===== config.mk =====
export PLATFORM = sky130hd
export DESIGN_NAME = alu_md_unit
export DESIGN_NICKNAME = d
export VERILOG_FILES = /design/src/rtl/alu_md_unit.sv
export SDC_FILE = /design/constraint.sdc
export NUM_CORES = 1
export LEC_CHECK = 0
export CORE_MARGIN = 3
export CORE_UTILIZATION = 35
export DETAILED_ROUTE_END_ITERATION = 10
export PLACE_DENSITY_LB_ADDON = 0.25
export SLEW_MARGIN = 15
export SYNTH_ARGS = -nofsm -noshare
export SYNTH_HDL_FRONTEND = slang
export SYNTH_SLANG_ARGS = --single-unit

===== constraint.sdc =====
create_clock -name clk -period 6.4 [get_ports clk]
set_clock_uncertainty 0.2 [all_clocks]
set_input_delay 0.64 -clock clk [delete_from_list [all_inputs] [get_ports clk]]
set_output_delay 0.64 -clock clk [all_outputs]
set_load 0.1 [all_outputs]

===== src/rtl/alu_md_unit.sv =====
// -----------------------------------------------------------------------------
// alu_md_unit
//
// Execute-stage ALU control decoder with an attached iterative multiply/divide
// sequencer for the pipelined MIPS CPU.
//
//   * Decodes ALUOp/Funct into the 4-bit ALUControl for the main ALU.
//   * Runs mult/multu (and div/divu when enabled) over WIDTH iterate cycles
//     plus one sign-fix cycle, into private HI/LO registers.
//   * Serves mfhi/mflo (through MDSel/MDResult) and mthi/mtlo (write SrcA).
//   * Raises Stall while an HI/LO-dependent instruction sits in EX and the
//     sequencer is busy. Non-MD instructions keep flowing.
//
// Configuration macro:
//   ALU_DIV_EN  defined   : div/divu are executed by a restoring divider.
//               undefined : div/divu are no-ops (no Busy, no Stall, HI/LO kept).
//
// Ports:
//   clk         in   pipeline clock, all state updates on the rising edge
//   reset       in   synchronous, active-high, clears all state
//   Valid       in   EX-stage instruction is real (not a bubble)
//   ALUOp[1:0]  in   00 add, 01 sub, 10 R-type (use Funct), 11 or
//   Funct[5:0]  in   instruction[5:0]
//   SrcA        in   rs operand (WIDTH bits)
//   SrcB        in   rt operand (WIDTH bits)
//   ALUControl  out  main-ALU operation (combinational)
//   MDSel       out  EX result comes from MDResult (mfhi/mflo)
//   MDResult    out  HI for mfhi, LO for mflo, else 0
//   Busy        out  sequencer iterating (registered)
//   Stall       out  hold IF/ID/EX, bubble MEM (combinational)
// -----------------------------------------------------------------------------
module alu_md_unit #(
    parameter int WIDTH = 32,
    parameter int CNT_W = $clog2(WIDTH) + 1
) (
    input  logic             clk,
    input  logic             reset,
    input  logic             Valid,
    input  logic [1:0]       ALUOp,
    input  logic [5:0]       Funct,
    input  logic [WIDTH-1:0] SrcA,
    input  logic [WIDTH-1:0] SrcB,
    output logic [3:0]       ALUControl,
    output logic             MDSel,
    output logic [WIDTH-1:0] MDResult,
    output logic             Busy,
    output logic             Stall
);

    // R-type function codes handled by the main ALU
    localparam logic [5:0] F_ADD   = 6'b100000;
    localparam logic [5:0] F_SUB   = 6'b100010;
    localparam logic [5:0] F_AND   = 6'b100100;
    localparam logic [5:0] F_OR    = 6'b100101;
    localparam logic [5:0] F_XOR   = 6'b100110;
    localparam logic [5:0] F_NOR   = 6'b100111;
    localparam logic [5:0] F_SLT   = 6'b101010;
    localparam logic [5:0] F_SLTU  = 6'b101011;

    // R-type function codes handled by the multiply/divide unit
    localparam logic [5:0] F_MULT  = 6'b011000;
    localparam logic [5:0] F_MULTU = 6'b011001;
`ifdef ALU_DIV_EN
    localparam logic [5:0] F_DIV   = 6'b011010;
    localparam logic [5:0] F_DIVU  = 6'b011011;
`endif
    localparam logic [5:0] F_MFHI  = 6'b010000;
    localparam logic [5:0] F_MTHI  = 6'b010001;
    localparam logic [5:0] F_MFLO  = 6'b010010;
    localparam logic [5:0] F_MTLO  = 6'b010011;

`ifdef ALU_DIV_EN
    typedef enum logic [1:0] {
        S_IDLE = 2'd0,
        S_MUL  = 2'd1,
        S_DIV  = 2'd2,
        S_FIX  = 2'd3
    } md_state_t;
`else
    typedef enum logic [1:0] {
        S_IDLE = 2'd0,
        S_MUL  = 2'd1,
        S_FIX  = 2'd3
    } md_state_t;
`endif

    md_state_t          state;
    logic [CNT_W-1:0]   cnt;
    logic [WIDTH-1:0]   hi;
    logic [WIDTH-1:0]   lo;
    logic [WIDTH-1:0]   acc;     // product high half / partial remainder
    logic [WIDTH-1:0]   qr;      // multiplier->product low half / dividend->quotient
    logic [WIDTH-1:0]   m;       // multiplicand / divisor (magnitude)
    logic               neg_q;   // negate product or quotient in FIX
`ifdef ALU_DIV_EN
    logic               neg_r;   // negate remainder in FIX (dividend sign)
    logic               is_div;  // FIX unpacks quotient/remainder, not product
`endif

    // -------------------------------------------------------------------------
    // Instruction decode
    // -------------------------------------------------------------------------
    logic is_r;
    logic op_mult, op_multu, op_mfhi, op_mthi, op_mflo, op_mtlo;
    logic op_signed, op_muls, md_any, issue;
`ifdef ALU_DIV_EN
    logic op_div, op_divu, op_divs;
`endif

    assign is_r     = (ALUOp == 2'b10);
    assign op_mult  = is_r && (Funct == F_MULT);
    assign op_multu = is_r && (Funct == F_MULTU);
    assign op_mfhi  = is_r && (Funct == F_MFHI);
    assign op_mthi  = is_r && (Funct == F_MTHI);
    assign op_mflo  = is_r && (Funct == F_MFLO);
    assign op_mtlo  = is_r && (Funct == F_MTLO);
    assign op_muls  = op_mult || op_multu;

`ifdef ALU_DIV_EN
    assign op_div    = is_r && (Funct == F_DIV);
    assign op_divu   = is_r && (Funct == F_DIVU);
    assign op_divs   = op_div || op_divu;
    assign op_signed = op_mult || op_div;
    assign md_any    = op_muls || op_divs || op_mfhi || op_mthi || op_mflo || op_mtlo;
`else
    // div/divu are not MD ops in this build: they never stall or touch HI/LO.
    assign op_signed = op_mult;
    assign md_any    = op_muls || op_mfhi || op_mthi || op_mflo || op_mtlo;
`endif

    // Busy is only ever set by an issue from IDLE, so every MD op that gets
    // past Stall sees the sequencer idle.
    assign Stall = Valid && Busy && md_any;
    assign issue = Valid && !Stall;

    assign MDSel    = op_mfhi || op_mflo;
    assign MDResult = op_mfhi ? hi : (op_mflo ? lo : '0);

    always_comb begin
        // NOTE: every output of a combinational block gets a default up front;
        // a path through the case that forgets to assign would infer a latch.
        ALUControl = 4'b0000;
        case (ALUOp)
            2'b00: ALUControl = 4'b0010;
            2'b01: ALUControl = 4'b0110;
            2'b11: ALUControl = 4'b0001;
            default: begin
                case (Funct)
                    F_ADD:   ALUControl = 4'b0010;
                    F_SUB:   ALUControl = 4'b0110;
                    F_AND:   ALUControl = 4'b0000;
                    F_OR:    ALUControl = 4'b0001;
                    F_XOR:   ALUControl = 4'b1101;
                    F_NOR:   ALUControl = 4'b1100;
                    F_SLT:   ALUControl = 4'b0111;
                    F_SLTU:  ALUControl = 4'b1111;
                    default: ALUControl = 4'b0000;
                endcase
            end
        endcase
    end

    // -------------------------------------------------------------------------
    // Datapath helpers
    // -------------------------------------------------------------------------
    logic [WIDTH-1:0]   abs_a, abs_b;
    logic [WIDTH:0]     mul_sum;
    logic [2*WIDTH-1:0] prod_raw, prod_fix;

    // Signed ops iterate on magnitudes; the sign is restored in FIX.
    assign abs_a = (op_signed && SrcA[WIDTH-1]) ? -SrcA : SrcA;
    assign abs_b = (op_signed && SrcB[WIDTH-1]) ? -SrcB : SrcB;

    // Shift-add: add the multiplicand when the current multiplier LSB is set,
    // then shift {acc,qr} right by one, dropping the consumed multiplier bit.
    assign mul_sum  = {1'b0, acc} + (qr[0] ? {1'b0, m} : {(WIDTH+1){1'b0}});
    assign prod_raw = {acc, qr};
    assign prod_fix = neg_q ? -prod_raw : prod_raw;

`ifdef ALU_DIV_EN
    logic [WIDTH:0]   div_shift;
    logic [WIDTH+1:0] div_diff;

    // Restoring step: bring the next dividend bit into the partial remainder
    // and subtract the divisor; a borrow (MSB set) means restore.
    // With a zero divisor the subtract never borrows, giving an all-ones
    // quotient and the dividend as remainder with no special case.
    assign div_shift = {acc, qr[WIDTH-1]};
    assign div_diff  = {1'b0, div_shift} - {2'b00, m};
`endif

    // -------------------------------------------------------------------------
    // Sequencer
    // -------------------------------------------------------------------------
    always_ff @(posedge clk) begin
        // NOTE: state is updated with non-blocking assignments only, so every
        // register sees the pre-edge values of the others regardless of order.
        if (reset) begin
            state <= S_IDLE;
            Busy  <= 1'b0;
            cnt   <= '0;
            hi    <= '0;
            lo    <= '0;
            acc   <= '0;
            qr    <= '0;
            m     <= '0;
            neg_q <= 1'b0;
`ifdef ALU_DIV_EN
            neg_r  <= 1'b0;
            is_div <= 1'b0;
`endif
        end else begin
            case (state)
                S_IDLE: begin
                    if (issue) begin
                        if (op_mthi) hi <= SrcA;
                        if (op_mtlo) lo <= SrcA;
                        if (op_muls) begin
                            acc   <= '0;
                            qr    <= abs_b;
                            m     <= abs_a;
                            neg_q <= op_mult && (SrcA[WIDTH-1] ^ SrcB[WIDTH-1]);
                            cnt   <= CNT_W'(WIDTH);
                            state <= S_MUL;
                            Busy  <= 1'b1;
`ifdef ALU_DIV_EN
                            is_div <= 1'b0;
`endif
                        end
`ifdef ALU_DIV_EN
                        if (op_divs) begin
                            acc    <= '0;
                            qr     <= abs_a;
                            m      <= abs_b;
                            neg_q  <= op_div && (SrcA[WIDTH-1] ^ SrcB[WIDTH-1]);
                            neg_r  <= op_div && SrcA[WIDTH-1];
                            is_div <= 1'b1;
                            cnt    <= CNT_W'(WIDTH);
                            state  <= S_DIV;
                            Busy   <= 1'b1;
                        end
`endif
                    end
                end

                S_MUL: begin
                    acc <= mul_sum[WIDTH:1];
                    qr  <= {mul_sum[0], qr[WIDTH-1:1]};
                    cnt <= cnt - CNT_W'(1);
                    if (cnt == CNT_W'(1)) state <= S_FIX;
                end

`ifdef ALU_DIV_EN
                S_DIV: begin
                    if (!div_diff[WIDTH+1]) begin
                        acc <= div_diff[WIDTH-1:0];
                        qr  <= {qr[WIDTH-2:0], 1'b1};
                    end else begin
                        acc <= div_shift[WIDTH-1:0];
                        qr  <= {qr[WIDTH-2:0], 1'b0};
                    end
                    cnt <= cnt - CNT_W'(1);
                    if (cnt == CNT_W'(1)) state <= S_FIX;
                end
`endif

                S_FIX: begin
`ifdef ALU_DIV_EN
                    if (is_div) begin
                        lo <= neg_q ? -qr  : qr;
                        hi <= neg_r ? -acc : acc;
                    end else begin
                        hi <= prod_fix[2*WIDTH-1:WIDTH];
                        lo <= prod_fix[WIDTH-1:0];
                    end
`else
                    hi <= prod_fix[2*WIDTH-1:WIDTH];
                    lo <= prod_fix[WIDTH-1:0];
`endif
                    state <= S_IDLE;
                    Busy  <= 1'b0;
                end

                default: begin
                    state <= S_IDLE;
                    Busy  <= 1'b0;
                end
            endcase
        end
    end

endmodule


* Word-level counts from Yosys, hierarchy flattened
Cells that the tools add are included.
Cells by class: add/subtract/negate cells 5, eq/ne operators 24, muxes and demuxes 30, bitwise operators 2, reductions and logical operators 29
Operators with widths (number):
- two-way mux 32 bit | 13
- one-hot mux 32 bit (2 select lines) | 4
- two-way mux 64 bit | 1
- negator 32 bit | 2
- negator 64 bit | 1
- equality test 6 bit (second input constant) | 7
- equality test 6 x 5 -> 1 bit (second input constant) | 6
- adder 32 x 32 -> 33 bit | 1
- one-hot mux 4 bit (7 select lines) | 1
- AND reduction 3 bit | 6
- logical AND 1 bit | 12
- two-way mux 6 bit | 2
- one-hot mux 4 bit (3 select lines) | 1
- one-hot mux 6 bit (2 select lines) | 1
- != test 2 bit (second input constant) | 5
- equality test 2 bit (second input constant) | 3
- equality test 6 x 1 -> 1 bit (second input constant) | 1
- logical OR 1 bit | 6
- two-way mux 2 bit | 3
- subtractor 6 x 1 -> 6 bit (second input constant) | 1
- equality test 2 x 1 -> 1 bit (second input constant) | 2
- logical NOT 2 bit | 2
- one-hot mux 2 bit (2 select lines) | 1
- nonzero test 2 bit | 2
- other kinds (5) | 6
Word-level totals: register bits after elaboration 170, input bits 75, logic and storage cells 99

* Longest topological paths before layout
Gate-level depths: netlist of the first run.
depth after elaboration 12, mapped depth 13

* Least setup slack after synthesis of the first run
No wires, ideal clock.
kind input to output, from input Funct[1], to output ALUControl[1], arrival 3.357 ns, required time 5.560 ns, slack 2.203 ns, cell stages on the path 4, buffers on the path 2, path through clkbuf_1 > buf_1 > a21oi_1 > o21ai_0
On the way: word-level cells in the longest chain between the ends 3, elaborated cells between the ends (all ways) 9
Ends and longest elaborated chain:
- start, declared | RTL line 40 | input logic [5:0] Funct,
- equality test 6 bit | RTL line 148 | case (Funct)
- one-hot mux 4 bit (7 select lines) * | RTL line 148
- one-hot mux 4 bit (3 select lines) * | RTL line 143 | case (ALUOp)
- end, declared | RTL line 43 | output logic [3:0] ALUControl,
Mark *: on every way between the ends. The rest lies on a longest branch, timed or not.

* Worst setup path after layout of the first run
from input Funct[2], to output MDSel
On the way: word-level cells in the longest chain between the ends 3, elaborated cells between the ends (all ways) 5
Ends and longest elaborated chain:
- equality test 6 x 5 -> 1 bit, on equally long branches | RTL line 113, 115
- logical AND 1 bit, on equally long branches | RTL line 113, 115
- logical OR 1 bit * | RTL line 136 | assign MDSel = op_mfhi || op_mflo;
- end, declared | RTL line 44 | output logic MDSel,
Marks and branches as above.

==> results.yml, run 1 <==
status:
  run_status: "complete, no violations"
finish:
  nNetsFinal: 1671
  multi_input_comb_area_mm2: 0.007888
  n_antenna_cell: 0
  area_delta_synth_final_pct: 16.92
  seqCellArea_mm2: 0.003405
  final_layout_size_suffix_gt1_share_pct: 7.575
  fillers: 3367
  final_cell_area_mm2: 0.01375
synthesis:
  synth-edff-count: 0
  synthTopCellsByArea: "dfxtp_1, nor2_1, mux2i_1, xnor2_1, xor2_1"
  synth_area_mm2: 0.01176
  synthTopCellsByCount: "nor2_1, dfxtp_1, nand2_1"
  syn-num-nets: 1623
  ys.flop_type: "dfxtp_1"
  syn_area_per_cell_um2: 7.786
  ys_warn_count: 0
  postSynthCellCount: 1510
  synth_top_area_share_pct: 28.95
  ys_seq_area_share_pct: 28.95
  ys_types: 76
  yosysMostFrequentCell: "nor2_1"
  ys_seq_elements: 170
  async_flop_share_pct: 0
  yosys.area.top_type: "dfxtp_1"
placed_design:
  dpl_cell_area_mm2: 0.01312
  place_congestion: 0.8826
  place_hpwl_um: 28990
  portBuffers: 113
drt:
  drt-vias-per-instance: 5.766
  dr.pass1.iters: 6
  ant_nets: 0
  vias: 11610
  drt_wl_total_um: 39180
  route.detailed.drc: 0
  drt_iter0_drc: 1070
  post_drt_wl_per_cell_um: 19.46
clock_network:
  cts-resized-gates: 0
  post-cts-setup-buffer-count: 0
  clk_pin_slew_ps: 80
  clockBufferDepth: 2
  cts_hold_buf: 0
  cts_root_buf: "clkbuf_16"
  cts_made_buffers: 17
  clk_latency_ps: 440
  cts_num_sinks: 170
  h-tree-depth: 4
  cts_tree: "yes"
critical_path:
  critPathCaptureType: "output port"
  cp.required_ps: 5560
  startpoint_type: "input pin"
  cp_max_fo: 33
  worstSetupPathType: "input pin to output port"
  cp.arrival_ps: 3630
grt:
  grt_max_degree: 79
  overflow: 0
  grt_usage_pct: 21.31
  antenna_found_initial: 0
  grt_pass1_vias: 10870
  grt_pass1_wl_um: 61180
sta:
  finalSetupViolCount: 0
  max_slew.worst_pin.slew_ps: 1114
  timing.fmax_mhz: 223.7
  slew_headroom_pct: 25.46
  finalCriticalPeriod_ps: 4471
  slew_viol_final: 0
  finalHoldViolations: 0
  tns_ps: 0
  post-route-period-util_pct: 69.85
  rsz0062_at_grt: "no"
floorplan:
  core_area_mm2: 0.03278
  die_x_um: 189.3
  die_y_um: 189.3
  dieArea_mm2: 0.03583
  io_pins: 114
  start_util_pct: 35.86
  core.rowCount: 66
power:
  p_clk_share_pct: 47.2
  power_switching_w: 0.0006292
  power_frac_seq_pct: 44.3
  power_density_mw_per_mm2: 174.7
  netSwitchingFraction_pct: 26.20
  max-vdd-ir-drop_mv: 0.1866
  p_int_w: 0.001772
  p_leak_nw: 5.137
  combPwrFrac_pct: 8.5
min_path:
  hold_class: "flip-flop to flip-flop"
run:
  maxCapViolations: 0
-- per-stage QoR --
step                utilization (%)  power [W]  setup WS (ps)  hold slack (ps)  instances
global placement              40.02   0.001290           1992            254.1       1981
detailed placement            40.02   0.001290           2013            259.0       1981
CTS                           41.93   0.002412           2000            276.2       2013
finish                        41.93   0.002401           1929            278.5       2013
global route                  41.93   0.002471           1869            303.9       2013
floorplan                         -   0.001187           2203            226.4       1510
-- critical path: stages --
cell             delay [ps]
clkdlybuf4s50_1         510
nor4b_1                 710
and2_1                  240
nand2_1                  60
buf_4                   250
inv_1                    90
clkdlybuf4s50_1        1130
-- final timing paths --
| kind | from | endpoint | slack (ps) | cells after the start |
|---|---|---|---|---|
| worst max-delay path | Funct[2] | MDSel | 1930 | 7 |
| worst min-delay path | cnt[5] | cnt[5] | 280 | 1 |
| worst max register to register | qr[0] | acc[23] | 2200 | 12 |
| worst min register to register | cnt[5] | cnt[5] | 280 | 1 |
-- logic make-up (layout without fill, tap and decap cells) --
group | after synthesis | count (layout) | synth area share [%]
buffers and inverters | 128 | 189 | 4.140
flip-flops | 170 | 170 | 28.95
XOR/XNOR | 132 | 132 | 9.833
adder cells (fa/ha/maj) | 38 | 38 | 4.108
AND/OR/NAND/NOR | 551 | 551 | 22.43
AO/OA/AOI/OAI | 420 | 420 | 24.49
multiplexers | 71 | 71 | 6.055
-- routing by layer --
| layer | wire (um) | GRT usage [%] |
|---|---|---|
| met5 | 0 | 0 |
| met4 | 732 | 5.516 |
| met3 | 2239 | 3.092 |
| met1 | 19040 | 30.63 |
| met2 | 17170 | 33.47 |
-- sequential cells by signal, indices dropped and copies added (netlist names) --
register and flops:
Busy 1, acc 32, cnt 6, hi 32, lo 32, m 32, neg_q 1, qr 32
state 2
-- layout by cell type (no fill, tap or decap), types with 25 or more instances in the layout --
cell | synthesis | routed
a211oi_1 | 63 | 63
a21oi_1 | 75 | 75
and2_1 | 40 | 40
buf_4 | 1 | 51
clkdlybuf4s50_1 | 0 | 79
dfxtp_1 | 170 | 169
ha_1 | 37 | 37
inv_1 | 25 | 25
mux2i_1 | 70 | 70
nand2_1 | 122 | 120
nor2_1 | 209 | 207
nor3_1 | 40 | 39
o21ai_0 | 85 | 85
o22ai_1 | 31 | 31
xnor2_1 | 71 | 71
xor2_1 | 61 | 61
-- power by group through the flow --
stage	Sequential [W]	Clock (W)	Combinational (W)
finish	0.00106	0.00113	0.000205
global route	0.00106	0.00119	0.000218
CTS	0.00106	0.00115	0.000203
detailed placement	0.00109	0	0.000202
global placement	0.00109	0	0.000202
floorplan	0.00109	0	0.000100
-- cell type report --
class	instances	share of cell area, %
Multi-Input combinational cell	1212	57.38
Sequential cell	170	24.77
Timing Repair Buffer	131	8.574
Tap cell	442	4.023
Clock buffer	17	3.095
Clock inverter	15	1.456
Inverter	26	0.7099
Power figures use the tool's default switching activity.
==> inputs of run 2 (changes only) <==
==> constraint.sdc (replaced) <==
create_clock -name clk -period 3.6 [get_ports clk]
set_clock_uncertainty 0.2 [all_clocks]
set_input_delay 0.36 -clock clk [delete_from_list [all_inputs] [get_ports clk]]
set_output_delay 0.36 -clock clk [all_outputs]
set_load 0.1 [all_outputs]
==> run 2 against run 1 <==
Register-to-register slack lost 2000 ps. First-iteration DRC count shrank 11%. Sequential power grew 78%. Power grew 75%. Count of clock-buffer cells in the layout is the same. Clock power grew 71%. Worst setup slack lost 1700 ps. Largest cell class unchanged.
==> results.yml, run 2 (synthesis gave the netlist of run 1 again) <==
clock_network:
  cts_root_buf: "clkbuf_16"
  cts_made_buffers: 17
  cts_num_sinks: 170
  cts_tree: "yes"
  post-cts-setup-buffer-count: 0
  clockBufferDepth: 2
  cts_hold_buf: 0
  cts-resized-gates: 0
  clk_latency_ps: 450
  clk_pin_slew_ps: 80
  h-tree-depth: 4
sta:
  hold_ws_ps: 161.6
  finalHoldViolations: 0
  timing.fmax_mhz: 296.6
  post-route-period-util_pct: 93.67
  finalCriticalPeriod_ps: 3372
  tns_ps: 0
  rsz0062_at_grt: "no"
  finalSetupViolCount: 0
  setup_slack_ps: 228.0
  slew_headroom_pct: 23.95
  max_slew.worst_pin.slew_ps: 1140
  slew_viol_final: 0
drt:
  drt-vias-per-instance: 5.792
  post_drt_wl_per_cell_um: 20.26
  drt_wl_total_um: 41810
  dr.pass1.iters: 8
  vias: 11960
  route.detailed.drc: 0
  drt_iter0_drc: 948
  ant_nets: 0
finish:
  final_layout_size_suffix_gt1_share_pct: 10.91
  seqCellArea_mm2: 0.003405
  fillers: 3285
  n_antenna_cell: 0
  final_cell_mix: "nor2_1, dfxtp_1, nand2_1"
  layout_commonest_cell: "nor2_1"
  area_delta_synth_final_pct: 23.76
  nNetsFinal: 1722
  multi_input_comb_area_mm2: 0.007894
  utilization_pct: 44.39
floorplan:
  dieArea_mm2: 0.03583
  io_pins: 114
  die_y_um: 189.3
  core.rowCount: 66
  die_x_um: 189.3
  core_area_mm2: 0.03278
  start_util_pct: 35.86
critical_path:
  startpoint_type: "flip-flop"
  critPathCaptureType: "flip-flop"
  cp_max_fo: 10
  rr_startpoint: "qr[0]"
  startpoint: "qr[0]"
  cp.arrival_ps: 3500
  cp.required_ps: 3730
  worstSetupPathType: "flip-flop to flip-flop"
  regToRegSetupSlack_ps: 230
grt:
  grt_pass1_wl_um: 64950
  antenna_found_initial: 0
  grt_max_degree: 84
  grt_pass1_vias: 11320
  overflow: 0
  grt_usage_pct: 22.67
min_path:
  hp-start: "reset"
  hold_class: "input pin to flip-flop"
placed_design:
  portBuffers: 113
  place_hpwl_um: 31020
  pre_cts_ws_ps: 141.4
  place_congestion: 0.9115
power:
  p_leak_nw: 5.484
  power_density_mw_per_mm2: 288.9
  finalPower_w: 0.004203
  max-vdd-ir-drop_mv: 0.3164
run:
  maxCapViolations: 0
status:
  run_status: "complete, no violations"
## run 2: cell count changes in the layout (fill, tap and decap cells not counted), sizes merged
| cell | delta |
|---|---|
| clkdlybuf4s50 | -6 |
| bufinv | -3 |
| inv | -4 |
| clkinv | +7 |
| buf | +57 |
## run 2: final timing paths
path	to	cells after the start
hold / removal	qr[26]	2
hold reg to reg	state[1]	1
setup reg to reg	acc[25]	12
setup / recovery	acc[25]	12
## run 2: layout make-up
cell class,instances,share of cell area (%)
Timing Repair Buffer,182,13.64
Clock inverter,15,1.324
Tap cell,442,3.801
Sequential cell,170,23.40
Inverter,26,0.6707
Clock buffer,17,2.923
Multi-Input combinational cell,1212,54.25
## run 2: per-stage QoR
stage	area, um^2	instances
after CTS	14550	2064
after detailed placement	13930	2032
after floorplan	11760	1510
final	14550	2064
after global placement	13930	2032
after global routing	14550	2064
## run 2: worst max-delay path, cell delays in order (launching register included)
cell       delay, ps
dfxtp_1          530
and2_1           180
ha_1             160
inv_1             60
fa_1             410
nor2b_1          200
o2111ai_1        200
a31oi_1          320
a311oi_2         220
a21oi_1          350
buf_4            180
a311o_1          160
o211ai_1          80
## run 2: where the power goes
part           internal (W)  switching [W]
clock network      0.000951       0.000983
registers           0.00188     0.00000623
logic              0.000153       0.000227
## run 2: per-layer routing
layer	vias to the layer above	share of wire, %	global-route usage, %
li1	5764	-	-
met1	5694	46	31.90
met2	429	45	35.82
met3	68	6.9	3.296
met4	0	2.8	7.137
met5	-	0	0
==> inputs of run 3 (changes only) <==
--- a/config.mk
+++ b/config.mk
@@ -5,7 +5,7 @@
 export SDC_FILE = /design/constraint.sdc
 export NUM_CORES = 1
 export LEC_CHECK = 0
-export CORE_MARGIN = 3
+export CORE_MARGIN = 2
 export CORE_UTILIZATION = 35
 export DETAILED_ROUTE_END_ITERATION = 10
 export PLACE_DENSITY_LB_ADDON = 0.25
==> run 3 against run 2 <==
Wire length is 5.5% lower. Cell area is 0.26% lower. Final cell count is 0.29% higher. Critical path depth is 1 lower. Non-clock buffer count is 1 higher. Sequential power hardly changed. Core utilization is 0.78 points lower. Largest power group is now registers.
==> results.yml, run 3 (synthesis gave the netlist of run 1 again) <==
placed_design:
  place_congestion: 0.8967
  place_hpwl_um: 29170
  portBuffers: 113
sta:
  slew_headroom_pct: 29.42
  finalSetupViolCount: 0
  finalHoldViolations: 0
  timing.fmax_mhz: 294.4
  rsz0062_at_grt: "no"
  tns_ps: 0
  finalCriticalPeriod_ps: 3397
  slew_viol_final: 0
  post-route-period-util_pct: 94.36
  max_slew.worst_pin.slew_ps: 1058
floorplan:
  dieArea_mm2: 0.03508
  io_pins: 114
  die_y_um: 187.3
  start_util_pct: 35.33
  core.rowCount: 67
  die_x_um: 187.3
  core_area_mm2: 0.03328
clock_network:
  cts_root_buf: "clkbuf_16"
  cts_made_buffers: 17
  h-tree-depth: 4
  cts_num_sinks: 170
  cts_hold_buf: 0
  clockBufferDepth: 2
  cts_tree: "yes"
  post-cts-setup-buffer-count: 0
  clk_latency_ps: 430
  clk_pin_slew_ps: 70
finish:
  area_delta_synth_final_pct: 23.44
  layout_commonest_cell: "nor2_1"
  final_layout_size_suffix_gt1_share_pct: 10.91
  utilization_pct: 43.61
  n_antenna_cell: 0
  final_cell_mix: "nor2_1, dfxtp_1, nand2_1"
  nNetsFinal: 1723
grt:
  antenna_found_initial: 0
  grt_max_degree: 80
  grt_usage_pct: 22.19
  overflow: 0
  grt_pass1_wl_um: 62070
  grt_pass1_vias: 11150
drt:
  vias: 11730
  dr.pass1.iters: 7
  drt_iter0_drc: 1049
  drt_wl_total_um: 39490
  post_drt_wl_per_cell_um: 19.08
  ant_nets: 0
  drt-vias-per-instance: 5.669
  route.detailed.drc: 0
status:
  run_status: "complete, no violations"
critical_path:
  critPathCaptureType: "flip-flop"
  rr_startpoint: "qr[0]"
  startpoint_type: "flip-flop"
  cp.arrival_ps: 3520
  rr_worst_depth: 11
  r2r_end: "acc[29]"
  worstSetupPathType: "flip-flop to flip-flop"
  regToRegSetupSlack_ps: 200
  cp.required_ps: 3720
  cp_max_fo: 11
run:
  maxCapViolations: 0
min_path:
  whs_endpoint: "qr[29]"
  hp-start: "reset"
  min_path_cells: 2
  hold_class: "input pin to flip-flop"
power:
  max-vdd-ir-drop_mv: 0.3305
  p_leak_nw: 5.472
  power_density_mw_per_mm2: 280.5
-- run 3: cell types whose count changed in the layout (fill, tap and decap cells not counted) --
| cell | before | now |
|---|---|---|
| inv_8 | 4 | 0 |
| inv_6 | 1 | 4 |
| clkinv_8 | 6 | 0 |
| clkbuf_8 | 0 | 1 |
| clkinv_2 | 0 | 4 |
| bufinv_16 | 0 | 1 |
| inv_12 | 1 | 0 |
| a311oi_1 | 15 | 16 |
| dfxtp_2 | 1 | 2 |
| dfxtp_1 | 169 | 168 |
| buf_12 | 35 | 36 |
| a311oi_2 | 1 | 0 |
| clkinv_4 | 2 | 3 |
-- run 3: repair_timing --
item	CTS	global route
endpoints found under the hold margin	0	0
setup endpoints to repair	0	3
resized for setup	0	1
-- run 3: report_power, final --
part | total, W | internal (W) | leakage [nW] | switching [W]
registers | 0.00189 | 0.00188 | 1.37 | 0.00000600
logic | 0.000379 | 0.000152 | 3.83 | 0.000227
clock network | 0.00180 | 0.000975 | 0.277 | 0.000827
total | 0.00407 | 0.00301 | 5.47 | 0.00106
-- run 3: metal layers --
layer / GRT usage (%) / wire length, um / vias to the layer above
met2: 35.03 / 17630 / 409
met3: 4.165 / 2641 / 64
met5: 0 / 0 / -
met4: 7.937 / 1131 / 0
li1: - / - / 5744
met1: 30.18 / 18080 / 5517
-- run 3: layout make-up --
class                   count  area (um^2)
fillers                  3359        18770
multi-input cells        1212         7888
flip-flops and latches    170         3406
repair buffers            183         2004
well taps                 448        560.5
clock buffers              18        439.2
clock inverters            13        118.9
inverters                  26        97.59
-- run 3: critical path: stages (launching register included) --
cell and delay (ps):
dfxtp_2 390, and2_1 180, ha_1 190, inv_1 70, fa_1 200, nor2b_1 80
o2111ai_1 250, a31oi_1 160, a311oi_1 650, a311oi_1 230, or4_1 430, a32o_1 250
-- run 3: metrics by stage --
stage	power (W)	cells	hold WS [ps]	cell area, um^2	worst slack [ps]
finish	0.004072	2070	192.9	14510	202.9
floorplan	0.002110	1510	226.4	11760	13.43
global placement	0.002304	2039	241.9	13950	198.7
global route	0.004208	2070	212.2	14510	59.76
CTS	0.004097	2070	178.6	14510	157.2
detailed placement	0.002307	2039	249.5	13950	175.8
-- run 3: worst max-delay path by stage --
stage	start	slack [ps]	cells after the start	to
detailed placement	SrcB[12]	180	8	qr[29]
CTS	qr[0]	160	11	acc[29]
floorplan	Funct[1]	10	5	ALUControl[2]
finish	qr[0]	200	11	acc[29]
global placement	SrcB[12]	200	8	qr[29]
global route	qr[0]	60	11	acc[29]
